[src/rtl/sync_fifo_prog.sv]
// Synchronous FIFO with programmable almost-full/almost-empty thresholds, error pulses/stickies and optional FWFT read.
// Define SYNC_FIFO_HWM_EN to enable the high-water-mark tracker; otherwise hwm is tied to 0.
module sync_fifo_prog #(
    parameter int WIDTH  = 16,
    parameter int DEPTH  = 8,
    parameter int AF_LVL = DEPTH - 1,
    parameter int AE_LVL = 1,
    parameter int FWFT   = 0,
    localparam int LW    = $clog2(DEPTH + 1)
) (
    input  logic             clk,
    input  logic             rst_n,
    input  logic             wr_en,
    input  logic [WIDTH-1:0] wr_data,
    input  logic             rd_en,
    input  logic             err_clr,
    input  logic             hwm_clr,
    output logic [WIDTH-1:0] rd_data,
    output logic             wr_ack,
    output logic             overflow,
    output logic             underflow,
    output logic             ovf_sticky,
    output logic             udf_sticky,
    output logic             full,
    output logic             empty,
    output logic             almost_full,
    output logic             almost_empty,
    output logic [LW-1:0]    level,
    output logic [LW-1:0]    hwm
);

    localparam int PW = $clog2(DEPTH);

    logic [WIDTH-1:0] mem [DEPTH];
    logic [PW-1:0]    wr_ptr;
    logic [PW-1:0]    rd_ptr;
    logic [WIDTH-1:0] rd_q;
    logic             wr_acc;
    logic             rd_acc;
    logic             ovf_cond;
    logic             udf_cond;

    function automatic logic [PW-1:0] ptr_inc(input logic [PW-1:0] p);
        return (p == PW'(DEPTH - 1)) ? '0 : p + PW'(1);
    endfunction

    assign full         = (level == LW'(DEPTH));
    assign empty        = (level == '0);
    assign almost_full  = (level >= LW'(AF_LVL));
    assign almost_empty = (level <= LW'(AE_LVL));

    assign wr_acc   = wr_en && !full;
    assign rd_acc   = rd_en && !empty;
    assign ovf_cond = wr_en && full;
    // A read paired with a write at empty is simply not served yet; only a lone read at empty is an error.
    assign udf_cond = rd_en && empty && !wr_en;

    always_ff @(posedge clk) begin
        if (wr_acc) begin
            mem[wr_ptr] <= wr_data;
        end
    end

    always_ff @(posedge clk or negedge rst_n) begin
        if (!rst_n) begin
            wr_ptr     <= '0;
            rd_ptr     <= '0;
            level      <= '0;
            rd_q       <= '0;
            wr_ack     <= 1'b0;
            overflow   <= 1'b0;
            underflow  <= 1'b0;
            ovf_sticky <= 1'b0;
            udf_sticky <= 1'b0;
        end else begin
            if (wr_acc) begin
                wr_ptr <= ptr_inc(wr_ptr);
            end
            if (rd_acc) begin
                rd_ptr <= ptr_inc(rd_ptr);
                rd_q   <= mem[rd_ptr];
            end
            if (wr_acc && !rd_acc) begin
                level <= level + LW'(1);
            end else if (rd_acc && !wr_acc) begin
                level <= level - LW'(1);
            end
            wr_ack    <= wr_acc;
            overflow  <= ovf_cond;
            underflow <= udf_cond;
            if (ovf_cond) begin
                ovf_sticky <= 1'b1;
            end else if (err_clr) begin
                ovf_sticky <= 1'b0;
            end
            if (udf_cond) begin
                udf_sticky <= 1'b1;
            end else if (err_clr) begin
                udf_sticky <= 1'b0;
            end
        end
    end

    // In FWFT mode rd_q holds the last popped head, which is what an empty FIFO keeps showing.
    generate
        if (FWFT != 0) begin : g_fwft
            assign rd_data = empty ? rd_q : mem[rd_ptr];
        end else begin : g_reg
            assign rd_data = rd_q;
        end
    endgenerate

`ifdef SYNC_FIFO_HWM_EN
    always_ff @(posedge clk or negedge rst_n) begin
        if (!rst_n) begin
            hwm <= '0;
        end else if (hwm_clr) begin
            hwm <= level;
        end else if (level > hwm) begin
            hwm <= level;
        end
    end
`else
    logic unused_hwm_clr;
    assign unused_hwm_clr = hwm_clr;
    assign hwm            = '0;
`endif

endmodule

[config.mk]
export PLATFORM = sky130hd
export DESIGN_NAME = sync_fifo_prog
export DESIGN_NICKNAME = d
export VERILOG_FILES = /design/src/rtl/sync_fifo_prog.sv
export SDC_FILE = /design/constraint.sdc
export NUM_CORES = 1
export LEC_CHECK = 0
export BUFFER_PORTS_ARGS = -buffer_cell sky130_fd_sc_hd__buf_2
export CORE_ASPECT_RATIO = 1.5
export CORE_MARGIN = 3
export CORE_UTILIZATION = 31
export CTS_CLUSTER_SIZE = 8
export DETAILED_ROUTE_END_ITERATION = 6
export HOLD_SLACK_MARGIN = 0.15
export PLACE_DENSITY = 0.52
export SKIP_LAST_GASP = 1
export SLEW_MARGIN = 15
export SYNTH_ARGS = -nofsm -noshare
export SYNTH_HDL_FRONTEND = slang
export SYNTH_SLANG_ARGS = --single-unit
[constraint.sdc]
create_clock -name clk -period 7.49 [get_ports clk]
set_input_delay 1.1235 -clock clk [delete_from_list [all_inputs] [get_ports clk]]
set_output_delay 1.1235 -clock clk [all_outputs]
set_load 0.01 [all_outputs]
# [Word-level counts from Yosys, hierarchy flattened]
# Memory sizes are Yosys's and may differ from the RTL's. A register that Yosys moved wholly into a read port is not among the register bits.
# Cells that the tools add are included.
[classes] n_addsub=4 n_lt_le_gt_ge=2 eq_ne=3 mux=9 n_reduce_logical=17
[op_table] operator="4-bit two-way mux" n=2
[op_table] operator="1-bit logical AND" n=7
[op_table] operator="3-bit by 1-bit adder with 3-bit output, second input constant" n=2
[op_table] operator="3-bit equality test, second input constant" n=2
[op_table] operator="1-bit zero test" n=6
[op_table] operator="3-bit two-way mux" n=2
[op_table] operator="2-bit nonzero test" n=3
[op_table] operator="1-bit two-way mux" n=5
[op_table] operator="4-bit by 1-bit adder with 4-bit output, second input constant" n=1
[op_table] operator="4-bit equality test, second input constant" n=1
[op_table] operator="4-bit by 3-bit greater-or-equal comparator with 1-bit output, second input constant" n=1
[op_table] operator="4-bit by 1-bit <= comparator with 1-bit output, second input constant" n=1
[op_table] operator="4-bit zero test" n=1
[op_table] operator="4-bit by 1-bit subtractor with 4-bit output, second input constant" n=1
[word_totals] regBits=15 ramBits=128 inputBits=22 out_inout_bits=33 word_cells=44 memories=1
[mem_list] name="mem" words=8 width=16 read_ports=1 rd_clocked_by_memory_dff=1 write_ports=1 line="34" rtl="logic [WIDTH-1:0] mem [DEPTH];"

# [Depth between registers and ports, before layout]
# Gate-level depths: netlist of run 1.
[logic_depth] ltp_word=7 depth_mapped=9 depth_no_buf=9

# [Least setup slack after synthesis of run 1]
# No wires, ideal clock.
[synth_timing] kind="input to register" from="in wr_en" to="mem mem[0][0] (enable)" setup_time_ps=430 arrival_ps=2860 t_required_ps=7060 setup_slack_ps=4200 path_stages=2 path_buffers=0 path_cell_list="nand2_1 > nor4_1"
[synth_via] elab_chain_cells=3
[synth_lines] element="from (decl)" line="13" rtl="input logic wr_en,"
[synth_lines] element="1-bit logical AND" line="52" rtl="assign wr_acc = wr_en && !full;"
[synth_lines] element="1-bit two-way mux" line="59" rtl="if (wr_acc) begin"
[synth_lines] element="1-bit two-way mux (not written as such)" line="60" rtl="mem[wr_ptr] <= wr_data;"
[synth_lines] element="to (decl)" line="34"
# No other way between the ends.

# [Worst setup path in the final report of run 1]
[layout_timing] from="reg level[0]" to="out empty"
[layout_via] elab_chain_cells=1
[layout_lines] element="from (decl)" line="28" rtl="output logic [LW-1:0] level,"
[layout_lines] element="from (signal assigned)" line="84" rtl="level <= level + LW'(1);"
[layout_lines] element="from (signal assigned)" line="86" rtl="level <= level - LW'(1);"
[layout_lines] element="4-bit zero test" line="48" rtl="assign empty = (level == '0);"
[layout_lines] element="to (decl)" line="25" rtl="output logic empty,"
# No other way between the ends.

==> metrics.txt, run 1 <==
CTS H-tree lvls=4; status=finished, final reports clean; Total Wirelength=~14000 µm; TritonCTS buffer count=17; Final Setup Violations=0; CTS tree=yes; TritonRoute pass-1 iters=4; Net Sw Frac=0.325; later-pin clock latency in the skew report=0.42 ns; first-pass GRT wire length=21400 µm; Global Route met1 Usage=0.147; largest net degree at the start of global routing=53; Mean Syn Cell Area=~17 µm²; HP Class=register to register; number of port buffers=49; core footprint=20100 µm²; Die Y=183 µm; Slowest cell on crit path=nor3b_4; crit path cell chain=inv_1, ha_1, nor3b_4, buf_2; Power Density=394 nW/µm²; n_diodes=0; hold buffers post-CTS=0; DR vias=roughly 3400; 1st-iter DRT viols=146; Final Max Tran Viols=0; CP required=6.37 ns; layout cell share with drive strength beyond 1=0.347; CTS Buffer Depth=2; vias in the first global route=3625; P_sw=a little under 1 mW; RSZ-0062 raised after global routing=no; fill count=1879; max_cap viols=0; synthesized area=6440 µm²; drt via density=4.83; max frequency=0.292 GHz; leakage power=about 2.8 nW; Layout area overhead=17.4%; Combinational Power Share=0.297; final core utilization=0.376; CP max stage delay=about 0.86 ns; Seq cells post-synth=~160; die extent in x=124 µm; Reg clk slew, reported paths=0.06 ns; setup TNS=0 ns; fin crit period=3.42 ns; sequential power share=0.423; worst-margin pin slew=around 1.0 ns; Tcrit/Tclk final=0.457; Initial Utilization=0.320; RePlAce Congestion=0.694; die area=22600 µm²; Peak VDD IR=0.197 mV; fin nets=462; crit path launch type=register; cell-internal power=2.01 mW; global route overflow=0; clock power share=0.280; DP HPWL=8070 µm; Fin. Hold Viols=0; GR Layer Usage met2=0.240; Final ANT Viol Nets=0; I/O pins=55; register area share after synthesis=0.717; All-Layer GR Usage=0.131; initial antenna violation count=0; Post CTS Setup Buffer Count=0; # rows=63; busiest grt layer=met2; Synth cell types=36; synth warn=0; Worst setup EP type=primary output; Rel. slew slack=0.305; Root Buffer=clkbuf_16; drt drc=0; post-cts resize count=0; Critical Path Fanout Max=19; Worst Path Class, Setup=register to primary output; critical path arrival=2.30 ns; M3 GR Usage=0.0288; Routed wire per std cell=19.9 µm; Mapped Cells=372; Setup Skew=0.00938 ns; clk sinks=159
-- area by class of cell --
class,instances,area (µm²),area share
Inverter,6,22.5,0.00298
Sequential cell,159,4620,0.612
Multi-Input combinational cell,188,1690,0.223
Timing Repair Buffer,59,320,0.0424
Clock inverter,13,128,0.0169
Clock buffer,19,453,0.0599
Tap cell,260,325,0.0431
-- per-stage QoR --
step	cell area, µm²	std cells	hold slack [ns]	power (mW)	setup WS [ns]
6_report	7560	704	0.475	2.98	4.07
5_1_grt	7560	704	0.498	3.16	3.93
4_1_cts	7560	704	0.479	3.02	4.00
3_5_place_dp	6980	672	0.465	2.19	4.39
3_3_place_gp	6980	672	0.460	2.15	4.38
2_1_floorplan	6450	375	0.520	1.90	4.20
-- logic make-up after synthesis --
| family | synth area share |
|---|---|
| muxes | 0.118 |
| xor gates and xnor gates | 0.00544 |
| DFF | 0.717 |
| adders and majority gates | 0.0175 |
| and+or+nand+nor | 0.0274 |
| other | 0.000582 |
| buffers and inverters | 0.0272 |
| AOI/OAI and AO/OA | 0.0867 |
-- cell usage in the layout, fill, tap and decap left out, types with 3 or more instances in the layout --
cell | Yosys | layout
nor2_1 | 8 | 7
o22ai_1 | 16 | 16
o21ai_0 | 17 | 17
mux2_1 | 3 | 3
dfrtp_1 | 31 | 30
o31ai_2 | 16 | 16
conb_1 | 1 | 4
nor3_2 | 0 | 4
inv_1 | 6 | 6
edfxtp_1 | 128 | 128
nand2_1 | 4 | 4
mux2i_1 | 33 | 33
xor2_1 | 3 | 3
buf_4 | 7 | 10
ha_1 | 9 | 9
clkbuf_16 | 0 | 17
mux2_2 | 35 | 35
inv_6 | 0 | 4
clkinv_4 | 0 | 3
nand2b_1 | 4 | 4
buf_2 | 4 | 49
a22o_1 | 16 | 16
-- synthesized netlist by cell type --
library cell / instances / area share
o21ai_0: 17 / 0.013
buf_2: 4 / 0.0031
nand2_1: 4 / 0.0023
mux2_2: 35 / 0.061
clkbuf_1: 4 / 0.0023
a21o_2: 1 / 0.0014
mux2i_1: 33 / 0.051
conb_1: 1 / 0.00058
nor3b_1: 1 / 0.0012
buf_4: 7 / 0.0082
clkbuf_2: 1 / 0.00078
xnor2_1: 1 / 0.0014
o31ai_2: 16 / 0.031
nand3_1: 1 / 0.00078
xor2_1: 3 / 0.0041
and2_1: 1 / 0.00097
nor3b_4: 1 / 0.0029
nor4_1: 1 / 0.00097
inv_1: 6 / 0.0035
a21o_1: 2 / 0.0023
nor2_1: 8 / 0.0047
ha_1: 9 / 0.017
buf_6: 5 / 0.0087
o22ai_1: 16 / 0.016
or4_4: 1 / 0.0017
nand2b_1: 4 / 0.0039
mux2_1: 3 / 0.0052
dfrtp_1: 31 / 0.12
nand4_1: 1 / 0.00097
nand3b_1: 1 / 0.0012
edfxtp_1: 128 / 0.60
a21oi_2: 1 / 0.0014
a22o_1: 16 / 0.022
buf_1: 1 / 0.00058
nor2b_1: 2 / 0.0019
nor3_1: 5 / 0.0039
-- worst max-delay path, delay by kind of cell, from the launching register on --
family                     cells  cell delay, ns
DFF                            1            0.46
adders and majority gates      1            0.17
buffers and inverters          2            0.39
and+or+nand+nor                1            0.86
-- registers in the layout, indices dropped and copies added (netlist names) --
name        flops
underflow       1
udf_sticky      1
rd_ptr          3
level           4
wr_ptr          3
mem           128
wr_ack          1
ovf_sticky      1
overflow        1
rd_data        16
-- power groups by stage --
stage / sequential [mW] / combinational (mW) / clock, mW
6_report: 1.26 / 0.883 / 0.833
5_1_grt: 1.28 / 0.977 / 0.898
4_1_cts: 1.26 / 0.908 / 0.854
2_1_floorplan: 1.26 / 0.638 / 0
3_5_place_dp: 1.28 / 0.905 / 0
3_3_place_gp: 1.27 / 0.885 / 0
-- per-layer routing --
layer,part of all wire,up-vias
met5,0,-
met4,0.015,0
met3,0.039,13
met2,0.54,63
met1,0.40,1760
li1,-,1566
-- path summary, 6_finish.rpt --
kind	slack (ns)	depth (start not counted)	end	start
min	0.48	1	ovf_sticky	ovf_sticky
max reg2reg	4.44	9	level[2]	level[0]
min reg2reg	0.48	1	ovf_sticky	ovf_sticky
min in group asynchronous	0.80	1	level[2]	rst_n
max	4.07	4	empty	level[0]
max in group asynchronous	6.11	1	rd_ptr[0]	rst_n
No activity file was read; power rests on OpenSTA's default activity.
==> run 2: changes to the inputs <==
- clock period: 7.49 -> 3.2 ns (I/O delays scaled with it)
==> run 2 against run 1 <==
Register-to-register slack got worse by 3.7 ns. Critical path depth rose by 5. Worst setup slack got worse by 3.4 ns. Count of clock-buffer cells in the layout fell by 1. Non-clock buffer count rose by 7. Combinational power rose by 140%. Routed wire length rose by 0.20%. Power rose by 140%. Final area rose by 0.56%. Sequential share of layout area fell by 0.34 points. Clock skew rose by 0.00054 ns. Flip-flop and latch count did not move. Largest cell class unchanged. Largest power group unchanged. Highest routed layer unchanged.
==> metrics.txt, run 2 (same netlist as run 1, synthesis figures left out) <==
die extent in x=124 µm; Worst Path Class, Setup=register to register; leakage power=2.83 nW; clk sinks=159; Tcrit/Tclk final=0.780; Die Y=183 µm; Routed wire per std cell=19.7 µm; Post CTS Setup Buffer Count=0; Final ANT Viol Nets=0; fill count=1868; crit path cell chain=inv_1, ha_1, nand3b_1, nand2_1, inv_1, ha_1, or4_4, a21oi_2, xor2_1; area occupied by multi-input gates=roughly 1700 µm²; TritonRoute pass-1 iters=4; crit path launch type=register; drt via density=4.83; first-pass GRT wire length=21200 µm; RePlAce Congestion=0.697; Critical Path Fanout Max=8; 1st-iter DRT viols=158; CP max stage delay=0.53 ns; layout cell share with drive strength beyond 1=0.348; Final Setup Violations=0; fin crit period=2.49 ns; largest net degree at the start of global routing=32; Initial Utilization=0.320; I/O pins=55; Setup Skew=0.00992 ns; Slowest cell on crit path=or4_4; GR Layer Usage met2=0.235; CP required=3.53 ns; Total Wirelength=14000 µm; Root Buffer=clkbuf_16; Global Route met1 Usage=0.150; fin area=~7600 µm²; busiest grt layer=met2; drt drc=0; Biggest register=mem; Reg area=4620 µm²; vias in the first global route=3619; r2r setup slk=0.71 ns; Peak VDD IR=between 0.4 and 0.5 mV; CTS tree=yes; HP Class=primary input to async pin; die area=22600 µm²; All-Layer GR Usage=0.129; critical path arrival=2.83 ns; later-pin clock latency in the skew report=0.41 ns; M3 GR Usage=0.0260; max_cap viols=0; hold buffers post-CTS=0; DR vias=between 3000 and 4000; max reg flops=~130; global route overflow=0; Worst setup EP type=register; post-cts resize count=0; TritonCTS buffer count=17; Fin. Hold Viols=0; # rows=63; Final Max Tran Viols=0; n_diodes=0; most frequent cells in the layout=128 x edfxtp_1, 49 x buf_2, 35 x mux2_2; RSZ-0062 raised after global routing=no; CTS H-tree lvls=4; core footprint=around 20000 µm²; Worst Reg-to-Reg Cells=9; initial antenna violation count=0; Rel. slew slack=0.400; Placed Area=7040 µm²; Reg clk slew, reported paths=0.07 ns; number of port buffers=between 40 and 50; fin nets=between 400 and 500; commonest non-fill, non-tap cell in the layout=edfxtp_1; Layout area overhead=18.0%; status=finished, final reports clean; max frequency=around 0.40 GHz; Power Density=between 900 and 1000 nW/µm²; setup TNS=0 ns; DP HPWL=between 8000 and 9000 µm; worst-margin pin slew=0.898 ns; CTS Buffer Depth=2
run 2: critical path: cells and delay by family, from the launching register on:
family	cells	cell delay, ns
AO/OA/AOI/OAI	1	0.16
XOR/XNOR	1	0.15
adder cells (fa/ha/maj)	2	0.45
buffers and inverters	2	0.22
flip-flops	1	0.45
AND/OR/NAND/NOR	3	0.99
run 2: metrics by stage:
step	std cells	utilization	setup slack [ns]	hold WS (ns)	power [mW]
after floorplan	375	-	0.122	0.184	4.45
after global placement	679	0.350	0.756	0.463	5.10
after detailed placement	679	0.350	0.706	0.472	5.18
after CTS	711	0.378	0.685	0.190	7.10
after global routing	711	0.378	0.512	0.211	7.40
final	711	0.378	0.705	0.168	7.00
run 2: final timing paths:
kind                       startpoint           to
setup / recovery             level[0]     level[3]
hold / removal                  rst_n  rd_data[14]
setup reg to reg             level[0]     level[3]
hold reg to reg            ovf_sticky   ovf_sticky
max in group asynchronous       rst_n    rd_ptr[0]
min in group clk                wr_en    underflow
run 2: layout make-up:
| cell class | instances | area share |
|---|---|---|
| well taps | 260 | 0.0428 |
| flip-flops and latches | 159 | 0.608 |
| inverters | 6 | 0.00296 |
| multi-input cells | 188 | 0.221 |
| repair buffers | 66 | 0.0507 |
| clock inverters | 14 | 0.0176 |
| clock buffers | 18 | 0.0565 |
run 2: power by group:
group	switching [mW]	leakage, nW	total [mW]	internal (mW)
clock network	0.818	0.267	1.90	1.08
registers	0.304	1.54	2.98	2.68
logic	1.17	1.02	2.11	0.947
run 2: layer usage:
metal  share of wire  wire length [µm]
met1            0.41              5690
met2            0.55              7730
met3           0.029               412
met4           0.014               190
met5               0                 0
==> run 3: changes to the inputs <==
- clock period: 3.2 -> 2.5 ns (I/O delays scaled with it)
==> run 3 against run 2 <==
Sequential power up 27%. Clock skew about the same. Flip-flop and latch count unchanged. Final area up 0.33%.
==> metrics.txt, run 3 (same netlist as run 1, synthesis figures left out) <==
Fin. Hold Viols=0; fin crit period=2.23 ns; Global Route met1 Usage=0.153; largest net degree at the start of global routing=32; CP required=roughly 2.8 ns; Tcrit/Tclk final=0.892; Setup Skew=0.0104 ns; Post CTS Setup Buffer Count=0; max frequency=0.448 GHz; CP max stage delay=about 0.53 ns; Final Max Tran Viols=0; Critical Path Fanout Max=6; fin area=~7600 µm²; HP Class=primary input to register; Worst Path Class, Setup=register to register; TritonRoute pass-1 iters=4; TritonCTS buffer count=17; status=finished, final reports clean; die area=22600 µm²; Layout area overhead=18.4%; Peak VDD IR=0.471 mV; Total Wirelength=14000 µm; Initial Utilization=0.320; Root Buffer=clkbuf_16; Largest delay share family, worst path=simple AND/OR/NAND/NOR gates; RePlAce Congestion=0.726; RSZ-0062 raised after global routing=no; Worst Hold Slack=~0.19 ns; Worst Reg-to-Reg Cells=8; worst-margin pin slew=~0.75 ns; 1st-iter DRT viols=between 150 and 200; final core utilization=0.379; Buf/Inv on CP=1; clk sinks=159; CTS tree=yes; Final ANT Viol Nets=0; number of port buffers=49; CTS H-tree lvls=4; drt drc=0; setup ws final=0.270 ns; # rows=63; max reg flops=128; Rel. slew slack=0.502; global route overflow=0; max_cap viols=0; leakage power=2.84 nW; fin nets=474; critical path arrival=around 2.6 ns; Final Setup Violations=0; die extent in x=between 100 and 150 µm; Reg clk slew, reported paths=0.06 ns; CP most frequent cell=ha_1; I/O pins=55; DR vias=3449; crit path cell chain=inv_1, ha_1, nor3b_4, nand2b_1, ha_1, or4_4, a21oi_2, xor2_1; Power Density=1170 nW/µm²; Hold Crit Start=wr_en; Worst setup EP type=register; later-pin clock latency in the skew report=0.41 ns; n_diodes=0; Die Y=183 µm; first-pass GRT wire length=21300 µm; Reg-to-Reg Start=level[1]; M3 GR Usage=0.0347; initial antenna violation count=0; busiest grt layer=met2; most frequent cells in the layout=128 x edfxtp_1, 49 x buf_2, 35 x mux2_2; vias in the first global route=around 3600; Setup WS pre-CTS=0.272 ns; Critical Path Stages=8; Setup crit start=level[1]; All-Layer GR Usage=0.130; core footprint=20100 µm²; CTS Buffer Depth=2; GR Layer Usage met2=0.224; layout cell share with drive strength beyond 1=0.355; Biggest register=mem; Slowest cell on crit path=or4_4; commonest non-fill, non-tap cell in the layout=edfxtp_1; crit path launch type=register; setup TNS=0 ns; DP HPWL=8660 µm; Routed wire per std cell=a little under 20 µm; WHS Path Cells=2; drt via density=4.82; post-cts resize count=0; Placed Area=between 7000 and 8000 µm²; fill count=1892
==> run 3: cell types whose count changed in the layout (fill, tap and decap cells not counted), sizes merged <==
cell	change
buf	+4
clkinv	+2
bufinv	-1
clkbuf	-1
clkinvlp	+1
dlygate4sd3	+1
inv	-1
==> run 3: path summary, 6_finish.rpt <==
check | end | slack [ns]
hold / removal | underflow | 0.19
setup reg to reg | level[3] | 0.27
hold reg to reg | ovf_sticky | 0.49
setup / recovery | level[3] | 0.27
max in group asynchronous | rd_data[3] | 1.42
min in group asynchronous | level[3] | 0.48
==> run 3: layer usage <==
| layer | vias up | wire length, µm |
|---|---|---|
| met2 | 73 | 7440 |
| met1 | 1772 | 5780 |
| met5 | - | 0 |
| li1 | 1585 | - |
| met3 | 19 | 533 |
| met4 | 0 | 286 |
==> run 3: what timing repair did <==
action                                  CTS  global route
hold endpoints to repair                 19             0
hold buffers                              1             0
endpoints found under the setup margin    0             0
==> run 3: through the flow <==
stage          total power [mW]  cells
3_3_place_gp               6.59    683
2_1_floorplan              5.70    375
6_report                   8.90    716
4_1_cts                    9.04    716
5_1_grt                    9.40    716
3_5_place_dp               6.71    683
==> run 3: cell type report <==
cell class | instances | area (µm²) | area share
Tap cell | 260 | 325 | 0.0427
Clock buffer | 17 | 425 | 0.0558
Multi-Input combinational cell | 188 | 1690 | 0.222
Sequential cell | 159 | 4620 | 0.606
Timing Repair Buffer | 71 | 425 | 0.0558
Inverter | 6 | 22.5 | 0.00295
Clock inverter | 15 | 114 | 0.0149
==> run 3: worst register-to-register path: cells and delay by family (launching register included) <==
kind            cells  cell delay, ns
compound gates      1            0.15
xor+xnor            1            0.14
fa+ha+maj           2            0.47
buf+inv             1            0.11
flops               1            0.43
simple gates        3            0.85
==> run 3: power by group <==
group          total [mW]  internal [mW]  leakage (nW)  switching, mW
Clock                2.32           1.28         0.254           1.05
Sequential           3.78           3.43          1.54          0.354
Combinational        2.79           1.25          1.05           1.54
